File: config.mk
export PLATFORM = sky130hd
export DESIGN_NAME = ram_dump_tx_flat
export DESIGN_NICKNAME = d
export VERILOG_FILES = /design/src/rtl/ram_dump_tx_if.sv /design/src/rtl/ram_dump_tx.sv /design/src/flat_wrapper.sv
export SDC_FILE = /design/constraint.sdc
export NUM_CORES = 1
export LEC_CHECK = 0
export ABC_CLOCK_PERIOD_IN_PS = 2200
export BUFFER_PORTS_ARGS = -buffer_cell sky130_fd_sc_hd__clkbuf_2
export CAP_MARGIN = 40
export CORE_MARGIN = 2
export CORE_UTILIZATION = 50
export DETAILED_ROUTE_END_ITERATION = 8
export GPL_ROUTABILITY_DRIVEN = 0
export PLACE_DENSITY = 0.77
export SYNTH_ARGS = -nofsm -noshare
export SYNTH_HDL_FRONTEND = slang
export SYNTH_SLANG_ARGS = --single-unit
File: constraint.sdc
create_clock -name clk -period 2.2 [get_ports clk]
set_clock_uncertainty 0.2 [all_clocks]
set_input_delay 0 -clock clk [delete_from_list [all_inputs] [get_ports clk]]
set_output_delay 0 -clock clk [all_outputs]
set_load 0.1 [all_outputs]
File: src/rtl/ram_dump_tx_if.sv
// Bus bundle for ram_dump_tx: start/status, shared RAM read port and byte-wide TX stream.
// The master side is the dump engine; the slave side is the top level/RAM/UART.
interface ram_dump_tx_if;
    logic        i_start;
    logic [31:0] i_base_addr;
    logic [15:0] i_word_count;
    logic        o_busy;
    logic        o_done;
    logic        o_read_req;
    logic [31:0] o_read_addr;
    logic [31:0] i_read_data;
    logic [7:0]  o_data;
    logic        o_valid;
    logic        i_out_ready;

    modport master (
        input  i_start, i_base_addr, i_word_count, i_read_data, i_out_ready,
        output o_busy, o_done, o_read_req, o_read_addr, o_data, o_valid
    );

    modport slave (
        output i_start, i_base_addr, i_word_count, i_read_data, i_out_ready,
        input  o_busy, o_done, o_read_req, o_read_addr, o_data, o_valid
    );
endinterface

File: src/rtl/ram_dump_tx.sv
// Uploads a block of RAM words to the UART TX stream, byte by byte, little-endian,
// optionally prefixed with a 3-byte header carrying the word count.
module ram_dump_tx #(
    parameter bit         HEADER_EN   = 1'b1,
    parameter logic [7:0] HEADER_BYTE = 8'hA5
) (
    input  logic          clk,
    input  logic          rst,
    input  logic          clk_en,
    ram_dump_tx_if.master bus
);
    typedef enum logic [2:0] {
        S_IDLE,
        S_HDR,
        S_REQ,
        S_WAIT,
        S_SEND,
        S_DONE
    } state_t;

    state_t      state, state_n;
    logic [31:0] addr, addr_n;
    logic [31:0] word, word_n;
    logic [15:0] remaining, remaining_n;
    logic [15:0] count, count_n;
    logic [1:0]  idx, idx_n;
    logic        valid;
    logic        xfer;

    always_ff @(posedge clk) begin
        if (rst) begin
            state     <= S_IDLE;
            addr      <= '0;
            word      <= '0;
            remaining <= '0;
            count     <= '0;
            idx       <= '0;
        end else if (clk_en) begin
            state     <= state_n;
            addr      <= addr_n;
            word      <= word_n;
            remaining <= remaining_n;
            count     <= count_n;
            idx       <= idx_n;
        end
    end

    // valid is a pure function of state, so it never waits on ready
    assign valid = (state == S_HDR) || (state == S_SEND);
    assign xfer  = valid && bus.i_out_ready;

    always_comb begin
        state_n     = state;
        addr_n      = addr;
        word_n      = word;
        remaining_n = remaining;
        count_n     = count;
        idx_n       = idx;
        case (state)
            S_IDLE: begin
                if (bus.i_start) begin
                    addr_n      = bus.i_base_addr & 32'hFFFF_FFFC;
                    remaining_n = bus.i_word_count;
                    count_n     = bus.i_word_count;
                    idx_n       = '0;
                    if (HEADER_EN)
                        state_n = S_HDR;
                    else if (bus.i_word_count == 16'd0)
                        state_n = S_DONE;
                    else
                        state_n = S_REQ;
                end
            end
            S_HDR: begin
                if (xfer) begin
                    if (idx == 2'd2) begin
                        idx_n   = '0;
                        state_n = (count == 16'd0) ? S_DONE : S_REQ;
                    end else begin
                        idx_n = idx + 2'd1;
                    end
                end
            end
            S_REQ:  state_n = S_WAIT;
            S_WAIT: begin
                word_n  = bus.i_read_data;
                idx_n   = '0;
                state_n = S_SEND;
            end
            S_SEND: begin
                if (xfer) begin
                    idx_n = idx + 2'd1;
                    if (idx == 2'd3) begin
                        addr_n      = addr + 32'd4;
                        remaining_n = remaining - 16'd1;
                        state_n     = (remaining == 16'd1) ? S_DONE : S_REQ;
                    end
                end
            end
            S_DONE:  state_n = S_IDLE;
            default: state_n = S_IDLE;
        endcase
    end

    always_comb begin
        bus.o_valid     = valid;
        bus.o_read_req  = (state == S_REQ);
        bus.o_read_addr = (state == S_REQ) ? addr : '0;
        bus.o_busy      = (state != S_IDLE) && (state != S_DONE);
        bus.o_done      = (state == S_DONE);
        bus.o_data      = '0;
        if (state == S_HDR) begin
            case (idx)
                2'd0:    bus.o_data = HEADER_BYTE;
                2'd1:    bus.o_data = count[7:0];
                default: bus.o_data = count[15:8];
            endcase
        end else if (state == S_SEND) begin
            bus.o_data = word[{idx, 3'b000} +: 8];
        end
    end
endmodule

File: src/flat_wrapper.sv
// flat-port wrapper written by rule: the top's interface ports become plain ports
module ram_dump_tx_flat 
#(
    parameter bit         HEADER_EN   = 1'b1,
    parameter logic [7:0] HEADER_BYTE = 8'hA5
)
  (clk, rst, clk_en, bus_i_start, bus_i_base_addr, bus_i_word_count, bus_i_read_data, bus_i_out_ready, bus_o_busy, bus_o_done, bus_o_read_req, bus_o_read_addr, bus_o_data, bus_o_valid);
  ram_dump_tx_if bus_i ();
  input  logic clk;
  input  logic rst;
  input  logic clk_en;
  input wire logic [$bits(bus_i.i_start)-1:0] bus_i_start;
  input wire logic [$bits(bus_i.i_base_addr)-1:0] bus_i_base_addr;
  input wire logic [$bits(bus_i.i_word_count)-1:0] bus_i_word_count;
  input wire logic [$bits(bus_i.i_read_data)-1:0] bus_i_read_data;
  input wire logic [$bits(bus_i.i_out_ready)-1:0] bus_i_out_ready;
  output wire logic [$bits(bus_i.o_busy)-1:0] bus_o_busy;
  output wire logic [$bits(bus_i.o_done)-1:0] bus_o_done;
  output wire logic [$bits(bus_i.o_read_req)-1:0] bus_o_read_req;
  output wire logic [$bits(bus_i.o_read_addr)-1:0] bus_o_read_addr;
  output wire logic [$bits(bus_i.o_data)-1:0] bus_o_data;
  output wire logic [$bits(bus_i.o_valid)-1:0] bus_o_valid;
  assign bus_i.i_start = bus_i_start;
  assign bus_i.i_base_addr = bus_i_base_addr;
  assign bus_i.i_word_count = bus_i_word_count;
  assign bus_i.i_read_data = bus_i_read_data;
  assign bus_i.i_out_ready = bus_i_out_ready;
  assign bus_o_busy = bus_i.o_busy;
  assign bus_o_done = bus_i.o_done;
  assign bus_o_read_req = bus_i.o_read_req;
  assign bus_o_read_addr = bus_i.o_read_addr;
  assign bus_o_data = bus_i.o_data;
  assign bus_o_valid = bus_i.o_valid;
  ram_dump_tx #(.HEADER_EN(HEADER_EN), .HEADER_BYTE(HEADER_BYTE)) u_core (.clk(clk), .rst(rst), .clk_en(clk_en), .bus(bus_i));
endmodule
==> out/metrics.csv, run 1 <==
stage,metric,value,unit
synth,yosys_warnings,0,
synth,synthTopCellsByCount,"nand2_1, dfxtp_1, a21oi_1",
sta,slew_headroom,63.08,%
layout,final_area,0.008812,mm2
clocking,clock-root-buffer,clkbuf_16,
die,std_cell_rows,39,
hold_path,holdCritPathClass,input port to register,
global_route,grt_pass1_wl,32.93,mm
worst_setup_path,reg2reg_from,u_core.addr[11],
run,cap_violations,0,
global_route,antenna_found_initial,0,
worst_setup_path,startpoint_type,register,
worst_setup_path,cp_max_fo,6,
drt,finalWirelength,21.44,mm
drt,drt_iter0_markers,767,
layout,area_growth_syn_to_layout,52.15,%
global_route,grt_use_total,31.80,%
layout,fill_cells,692,
layout,drive_above_1_share,26.59,%
clocking,clockBufferDepth,2,
worst_setup_path,path_class,register to output port,
layout,diodes,0,
die,die_w,111.6,um
worst_setup_path,worstPathArrival,2.04,ns
die,die_area,0.01246,mm2
sta,fin_ws,-0.03583,ns
die,start_util,50.94,%
synth,syn_avg_cell_area,7.502,um2
placement,dp_slack,0.1318,ns
drt,drc,0,
clocking,cts_tree,built,
placement,placed_cell_area,0.007427,mm2
sta,setup-tns-final,-0.03993,ns
power_and_ir_drop,power_density,607.3,mW/mm2
die,io_pins,129,
hold_path,hold_start,bus_i_out_ready,
layout,multiInputGateArea,0.003694,mm2
sta,timing.fmax,447.3,MHz
clocking,clock_latency,0.35,ns
worst_setup_path,worstPathRequired,2.00,ns
layout,layout.nets,1077,
drt,drtAntennaViolNets,0,
clocking,cts_sinks,99,
sta,slew_viol_final,0,
clocking,cts-htree-levels,3,
drt,drtPass1Iterations,6,
synth,synth_area,0.005792,mm2
sta,finalHoldViolations,0,
global_route,grt_pass1_vias,6663,
sta,setup_viol,2,
sta,fin_crit,2.236,ns
outcome,status,"complete, but fails checks",
synth,ys_async_sr_fraction,0,%
die,dieHeight,111.6,um
global_route,overflow,0,
die,fp.coreArea,0.01137,mm2
clocking,clk_pin_slew,0.07,ns
drt,wl_per_cell,18.94,um
synth,synth.distinct_cells,70,
synth,synth_top_cell_by_area,dfxtp_1,
synth,yosys_register_bits,99,
placement,port_buffers,124,
synth,yosysMostFrequentCell,nand2_1,
outcome,violations,negative setup slack,
sta,min_period_over_period,101.6,%
synth,synth.area.top_cells,"dfxtp_1, nand2_1, a21oi_1, and3_1, nand3_1",
synth,syn_inst,772,
power_and_ir_drop,peakVddDrop,370.8,uV
synth,ys.flop_type,dfxtp_1,
synth,synth_seq_area_share,34.22,%
placement,hpwl,12.37,mm
sta,tightest_slew,0.5487,ns
clocking,cts_buffers,9,
power_and_ir_drop,leakagePower,3.514,nW
layout,seq_area,0.001983,mm2
worst_setup_path,critPathCaptureType,output port,
worst_setup_path,startpoint,u_core.idx[1],
synth,synth_edf_count,0,
drt,routed_via_density,6.281,
synth,synth.top_cell.area_share,34.22,%
global_route,grt_max_degree,45,
drt,vias,7110,
kinds of logic after synthesis:
logic type | share of synthesized area, %
buffers and inverters | 5.897
DFF | 34.22
and+or+nand+nor | 31.52
adders and majority gates | 1.728
xor gates and xnor gates | 0.1512
muxes | 4.148
other | 0.06475
AOI/OAI and AO/OA | 22.27
worst max-delay path, cell delays in order (launching register included):
cell	delay (ns)
dfxtp_2	0.36
buf_6	0.11
clkinvlp_4	0.15
ha_4	0.23
buf_6	0.13
nor3b_2	0.17
a21oi_1	0.11
o21ai_4	0.22
buf_12	0.20
state kept, by name, indices dropped and copies added, names as in the netlist:
name and flops:
u_core.remaining 16, u_core.word 32, u_core.addr 30, u_core.idx 2
u_core.count 16, u_core.state 3
per-layer routing:
layer	part of all wire, %	track usage (%)	wire length, um
met1	39	40.95	8425
met2	47	51.72	10110
met3	8.8	5.934	1880
met4	4.8	14.98	1024
met5	0	0	0
placed cells by master (no fill, tap or decap), types with 9 or more instances in the layout:
cell and instances:
nand2_1 134, dfxtp_1 98, clkbuf_2 82, a21oi_1 80, dlygate4sd3_1 80, buf_4 56, nor2_1 46, buf_12 43
and3_1 37, nand3_1 37, nor3_1 22, o21ai_0 22, o21ai_1 14, nand4_1 12, nor4_1 12, a211oi_1 12
inv_1 11, or3_1 9, clkbuf_16 9
final cells by class:
class                           instances  share of cell area (%)
Timing Repair Buffer                  268                   29.11
Sequential cell                        99                   22.50
Clock inverter                          7                   1.249
Clock buffer                            9                   2.556
Tap cell                              143                   2.030
Multi-Input combinational cell        592                   41.91
Inverter                               14                  0.6389
per-stage QoR:
step	instances	hold slack, ns	utilization, %	power (mW)
finish	1132	0.1972	77.51	5.352
CTS	1122	0.05235	75.45	5.188
detailed placement	1026	0.02802	65.32	3.321
global route	1132	0.2393	77.51	5.538
floorplan	773	-0.06404	-	2.855
global placement	1026	0.02247	65.32	3.301
path summary, 6_finish.rpt:
| check | endpoint | slack (ns) | cells past startpoint |
|---|---|---|---|
| worst max-delay path | bus_o_data[4] | -0.04 | 8 |
| worst min-delay path | u_core.state[2] | 0.20 | 5 |
| worst max register to register | u_core.addr[31] | 0 | 5 |
| worst min register to register | u_core.word[28] | 0.26 | 2 |
power breakdown:
| part | leakage (nW) | internal, mW | switching, mW |
|---|---|---|---|
| Clock | 0.165 | 1.02 | 0.760 |
| Sequential | 0.806 | 1.89 | 0.121 |
| Combinational | 2.54 | 0.652 | 0.906 |
| Total | 3.51 | 3.57 | 1.79 |
what timing repair did:
| item | 4_1_cts | 5_1_grt |
|---|---|---|
| endpoints found under the hold margin | 98 | 0 |
| gates resized for setup | 3 | 39 |
| hold buffers | 80 | 0 |
| buffers inserted | 0 | 11 |
| setup endpoints to repair | 8 | 20 |
| pin swaps | 0 | 8 |
| gates cloned | 0 | 0 |
No activity file was read; power rests on OpenSTA's default activity.
==> run 2, diff against run 1 <==
Settings changed: CORE_UTILIZATION 50 to 41, PLACE_DENSITY 0.77 to 0.66.
==> out/metrics.csv, run 2 (synthesis gave the netlist of run 1 again) <==
stage,metric,value,unit
worst_setup_path,crit_chain,buf_8 > clkinvlp_4 > ha_4 > buf_4 > buf_4 > a211oi_4 > o21ai_2 > buf_12,
clocking,clock-root-buffer,clkbuf_16,
layout,layout_common_cells,"nand2_1, dfxtp_1, a21oi_1, clkbuf_2, dlygate4sd3_1",
drt,drc,0,
drt,drt_iter0_markers,557,
placement,placed_cell_area,0.007488,mm2
worst_setup_path,startpoint_type,register,
sta,hold_slack,0.1184,ns
worst_setup_path,rrSetupSlack,0.08,ns
placement,hpwl,12.47,mm
global_route,grt_pass1_vias,5885,
power_and_ir_drop,power_density,581.2,mW/mm2
die,fp.coreArea,0.01383,mm2
power_and_ir_drop,p_sw,1.752,mW
drt,finalWirelength,18.47,mm
drt,vias,6497,
worst_setup_path,cpPeakStageDelay,0.36,ns
worst_setup_path,crit_buf_inv,5,
layout,area_growth_syn_to_layout,51.18,%
power_and_ir_drop,clkPwrFrac,31.7,%
layout,final_core_util,63.32,%
die,io_pins,129,
worst_setup_path,cp_common_cell,buf_4,
die,dieHeight,122.9,um
power_and_ir_drop,switching_share,34.43,%
layout,final_area,0.008756,mm2
layout,final_common_cell,nand2_1,
layout,drive_above_1_share,25.41,%
global_route,grt_pass1_wl,28.93,mm
sta,min_period_over_period,97.80,%
sta,slew_headroom,58.84,%
sta,setup-tns-final,0,ns
sta,timing.fmax,464.8,MHz
sta,finalHoldViolations,0,
worst_setup_path,worstPathRequired,2.00,ns
run,cap_violations,0,
power_and_ir_drop,power,5.089,mW
hold_path,holdCritPathClass,input port to register,
die,die_area,0.01509,mm2
worst_setup_path,slowest_stage,dfxtp_2,
drt,wl_per_cell,15.85,um
global_route,overflow,0,
placement,port_buffers,124,
power_and_ir_drop,p_seq_share,39.4,%
worst_setup_path,cp_max_fo,6,
layout,largest_reg_flops,32,
power_and_ir_drop,cell_internal_pwr,3.337,mW
clocking,cts_buffers,9,
layout,layout.nets,1072,
global_route,grt_use_total,24.07,%
power_and_ir_drop,leakagePower,3.479,nW
power_and_ir_drop,peakVddDrop,623.3,uV
drt,drtAntennaViolNets,0,
die,start_util,41.89,%
power_and_ir_drop,pwr-share-comb,28.9,%
worst_setup_path,worstPathArrival,1.95,ns
worst_setup_path,path_class,register to output port,
clocking,clk_pin_slew,0.07,ns
global_route,antenna_found_initial,1,
clocking,clockBufferDepth,2,
sta,slew_viol_final,0,
drt,routed_via_density,5.577,
drt,drtPass1Iterations,5,
die,std_cell_rows,43,
sta,tightest_slew,0.6078,ns
clocking,cts_tree,built,
clocking,cts_sinks,99,
sta,setup_viol,0,
layout,reg_top3,"u_core.word x32, u_core.addr x30",
sta,fin_crit,2.152,ns
outcome,status,"finished, final reports clean",
die,die_w,122.9,um
worst_setup_path,cp_top_family,buffers and inverters,
sta,grt_setup_unrepaired,true,
global_route,grt_max_degree,54,
layout,top_register,u_core.word,
worst_setup_path,critPathCaptureType,output port,
clocking,clock_latency,0.35,ns
clocking,cts-htree-levels,3,
-- run 2: cell count changes in the layout (fill, tap and decap cells not counted), moves of 3 or more --
cell,previous run,this run
nor2b_1,3,7
buf_12,43,46
buf_4,56,50
buf_6,6,1
nor2b_4,3,0
-- run 2: path summary, 6_finish.rpt --
check | from | end | cells after the start
max | u_core.idx[1] | bus_o_data[7] | 8
min | bus_i_start | u_core.state[2] | 5
max reg2reg | u_core.idx[0] | u_core.addr[17] | 7
min reg2reg | u_core.word[22] | u_core.word[22] | 2
-- run 2: worst min-delay path, cell delays in order --
cell and delay (ns):
clkbuf_2 0.10, nor3b_1 0.15, nor3_1 0.15, o21ai_0 0.09
a31oi_1 0.15
-- run 2: through the flow --
stage | cells | setup WS (ns)
finish | 1165 | 0.04832
global route | 1165 | -0.03429
CTS | 1157 | 0.003602
detailed placement | 1060 | 0.09144
global placement | 1060 | 0.1228
floorplan | 773 | -0.2033
-- run 2: cell type report --
| class | instances | area, um2 |
|---|---|---|
| well taps | 180 | 225.2 |
| clock buffers | 9 | 225.2 |
| clock inverters | 7 | 76.32 |
| flip-flops and latches | 99 | 1986 |
| diodes | 1 | 2.502 |
| fillers | 1131 | 5071 |
| inverters | 14 | 56.30 |
| multi-input cells | 592 | 3628 |
| repair buffers | 263 | 2556 |
-- run 2: repair_timing --
| action | 4_1_cts | 5_1_grt |
|---|---|---|
| resized for setup | 4 | 19 |
| hold endpoints to repair | 99 | 0 |
| buffers inserted | 0 | 7 |
| pin swaps | 0 | 3 |
| endpoints found under the setup margin | 8 | 14 |
| hold buffers | 81 | 0 |
-- run 2: routing by layer --
| metal | global-route usage [%] | share of wire [%] |
|---|---|---|
| met4 | 5.603 | 1.4 |
| met2 | 40.23 | 49 |
| met5 | 0 | 0 |
| met1 | 31.72 | 44 |
| met3 | 5.158 | 5.3 |
-- run 2: power by group through the flow --
stage          Clock (mW)  Combinational (mW)  Sequential [mW]
2_1_floorplan           0               0.843             2.01
3_3_place_gp            0                1.28             2.04
3_5_place_dp            0                1.29             2.04
4_1_cts              1.65                1.41             2.00
5_1_grt              1.72                1.58             2.02
6_report             1.61                1.47             2.01
==> run 3, diff against run 2 <==
Settings changed: RECOVER_POWER from default to 50.
==> out/metrics.csv, run 3 (synthesis gave the netlist of run 1 again) <==
stage,metric,value,unit
outcome,status,"finished, final reports clean",
clocking,cts_tree,built,
clocking,clockBufferDepth,2,
worst_setup_path,r2r_cells,5,
sta,setup-tns-final,0,ns
drt,drtAntennaViolNets,0,
global_route,grt_use_total,24.07,%
worst_setup_path,startpoint,u_core.addr[4],
clocking,cts_buffers,9,
sta,fin_crit,2.166,ns
worst_setup_path,rrSetupSlack,0.03,ns
sta,slew_viol_final,0,
clocking,clock_latency,0.36,ns
sta,min_period_over_period,98.46,%
layout,final_common_cell,nand2_1,
die,die_area,0.01509,mm2
worst_setup_path,cp.depth,5,
drt,wl_per_cell,15.81,um
drt,routed_via_density,5.557,
drt,drt_iter0_markers,552,
clocking,cts-htree-levels,3,
worst_setup_path,crit_buf_inv,0,
die,std_cell_rows,43,
sta,grt_setup_unrepaired,true,
worst_setup_path,rr_endpoint,u_core.addr[31],
worst_setup_path,setup.worst_path.end,u_core.addr[31],
sta,slew_headroom,59.04,%
worst_setup_path,reg2reg_from,u_core.addr[4],
worst_setup_path,path_class,register to register,
placement,port_buffers,124,
drt,drtPass1Iterations,5,
layout,reg_top3,"u_core.word x32, u_core.addr x30",
clocking,cts_sinks,99,
placement,hpwl,12.47,mm
die,fp.coreArea,0.01383,mm2
power_and_ir_drop,power_density,583.1,mW/mm2
worst_setup_path,worstPathArrival,2.20,ns
layout,largest_reg_flops,32,
global_route,overflow,0,
drt,vias,6474,
worst_setup_path,slowest_stage,dfxtp_1,
worst_setup_path,cpPeakStageDelay,0.47,ns
layout,drive_above_1_share,25.10,%
sta,setup_viol,0,
drt,finalWirelength,18.42,mm
clocking,clk_pin_slew,0.07,ns
worst_setup_path,crit_chain,nand4_1 > nor4_2 > nand4_1 > and3_1 > or3_1,
worst_setup_path,worstPathRequired,2.24,ns
power_and_ir_drop,peakVddDrop,621.8,uV
worst_setup_path,cp_common_cell,nand4_1,
die,die_w,122.9,um
layout,area_growth_syn_to_layout,50.53,%
sta,finalHoldViolations,0,
worst_setup_path,cp_max_fo,9,
die,start_util,41.89,%
sta,hold_slack,0.1211,ns
run,cap_violations,0,
global_route,grt_pass1_vias,5885,
sta,tightest_slew,0.6049,ns
sta,timing.fmax,461.6,MHz
power_and_ir_drop,leakagePower,3.450,nW
hold_path,holdCritPathClass,input port to register,
global_route,antenna_found_initial,1,
worst_setup_path,startpoint_type,register,
power_and_ir_drop,power,5.084,mW
clocking,clock-root-buffer,clkbuf_16,
die,dieHeight,122.9,um
layout,layout_common_cells,"nand2_1, dfxtp_1, clkbuf_2, a21oi_1, dlygate4sd3_1",
worst_setup_path,critPathCaptureType,register,
die,io_pins,129,
layout,layout.nets,1072,
layout,top_register,u_core.word,
global_route,grt_pass1_wl,28.93,mm
worst_setup_path,cp_top_family,simple AND/OR/NAND/NOR gates,
global_route,grt_max_degree,54,
drt,drc,0,
-- run 3: how the worst min path moves through the flow --
stage | start | endpoint | slack (ns) | depth (start not counted)
final | bus_i_start | u_core.state[2] | 0.12 | 5
after global routing | bus_i_read_data[25] | u_core.word[25] | 0.20 | 4
after CTS | bus_i_start | u_core.state[2] | 0.11 | 5
after detailed placement | bus_i_read_data[25] | u_core.word[25] | 0.03 | 3
after global placement | bus_i_read_data[30] | u_core.word[30] | 0.02 | 3
after floorplan | bus_i_read_data[0] | u_core.word[0] | -0.06 | 2
-- run 3: cell type report --
| class | instances | area (um2) |
|---|---|---|
| Inverter | 14 | 56.30 |
| Clock buffer | 9 | 225.2 |
| Antenna cell | 1 | 2.502 |
| Fill cell | 1141 | 5109 |
| Clock inverter | 7 | 76.32 |
| Sequential cell | 99 | 1986 |
| Timing Repair Buffer | 263 | 2527 |
| Multi-Input combinational cell | 592 | 3620 |
| Tap cell | 180 | 225.2 |
-- run 3: timing repair --
action / CTS / global route
hold buffers: 81 / 0
endpoints found under the hold margin: 99 / 0
setup buffers: 0 / 7
gates resized for setup: 4 / 19
endpoints found under the setup margin: 8 / 14
pin swaps: 0 / 3
-- run 3: metrics by stage --
step                      utilization (%)  worst slack [ns]  cells  instance area [um2]
after CTS                           62.32          0.003602   1157                 8617
after global routing                63.05          -0.03429   1165                 8718
final                               63.05           0.03381   1165                 8718
after global placement              54.16            0.1228   1060                 7488
after detailed placement            54.16           0.09144   1060                 7488
after floorplan                         -           -0.2033    773                 5859
-- run 3: tightest hold or removal path: stages --
cell,delay (ns)
clkbuf_2,0.10
nor3b_1,0.15
nor3_1,0.15
o21ai_0,0.09
a31oi_1,0.15
-- run 3: power by group --
part | total (mW) | switching [mW] | internal (mW)
Clock | 1.62 | 0.805 | 0.812
Sequential | 2.01 | 0.112 | 1.89
Combinational | 1.46 | 0.838 | 0.622
-- run 3: routing by layer --
layer  GRT usage [%]  vias to the layer above  wire length [um]
li1                -                     3225                 -
met3           5.158                       18               977
met4           5.603                        0               259
met1           31.72                     3029              8139
met5               0                        -                 0
met2           40.23                      202              9047
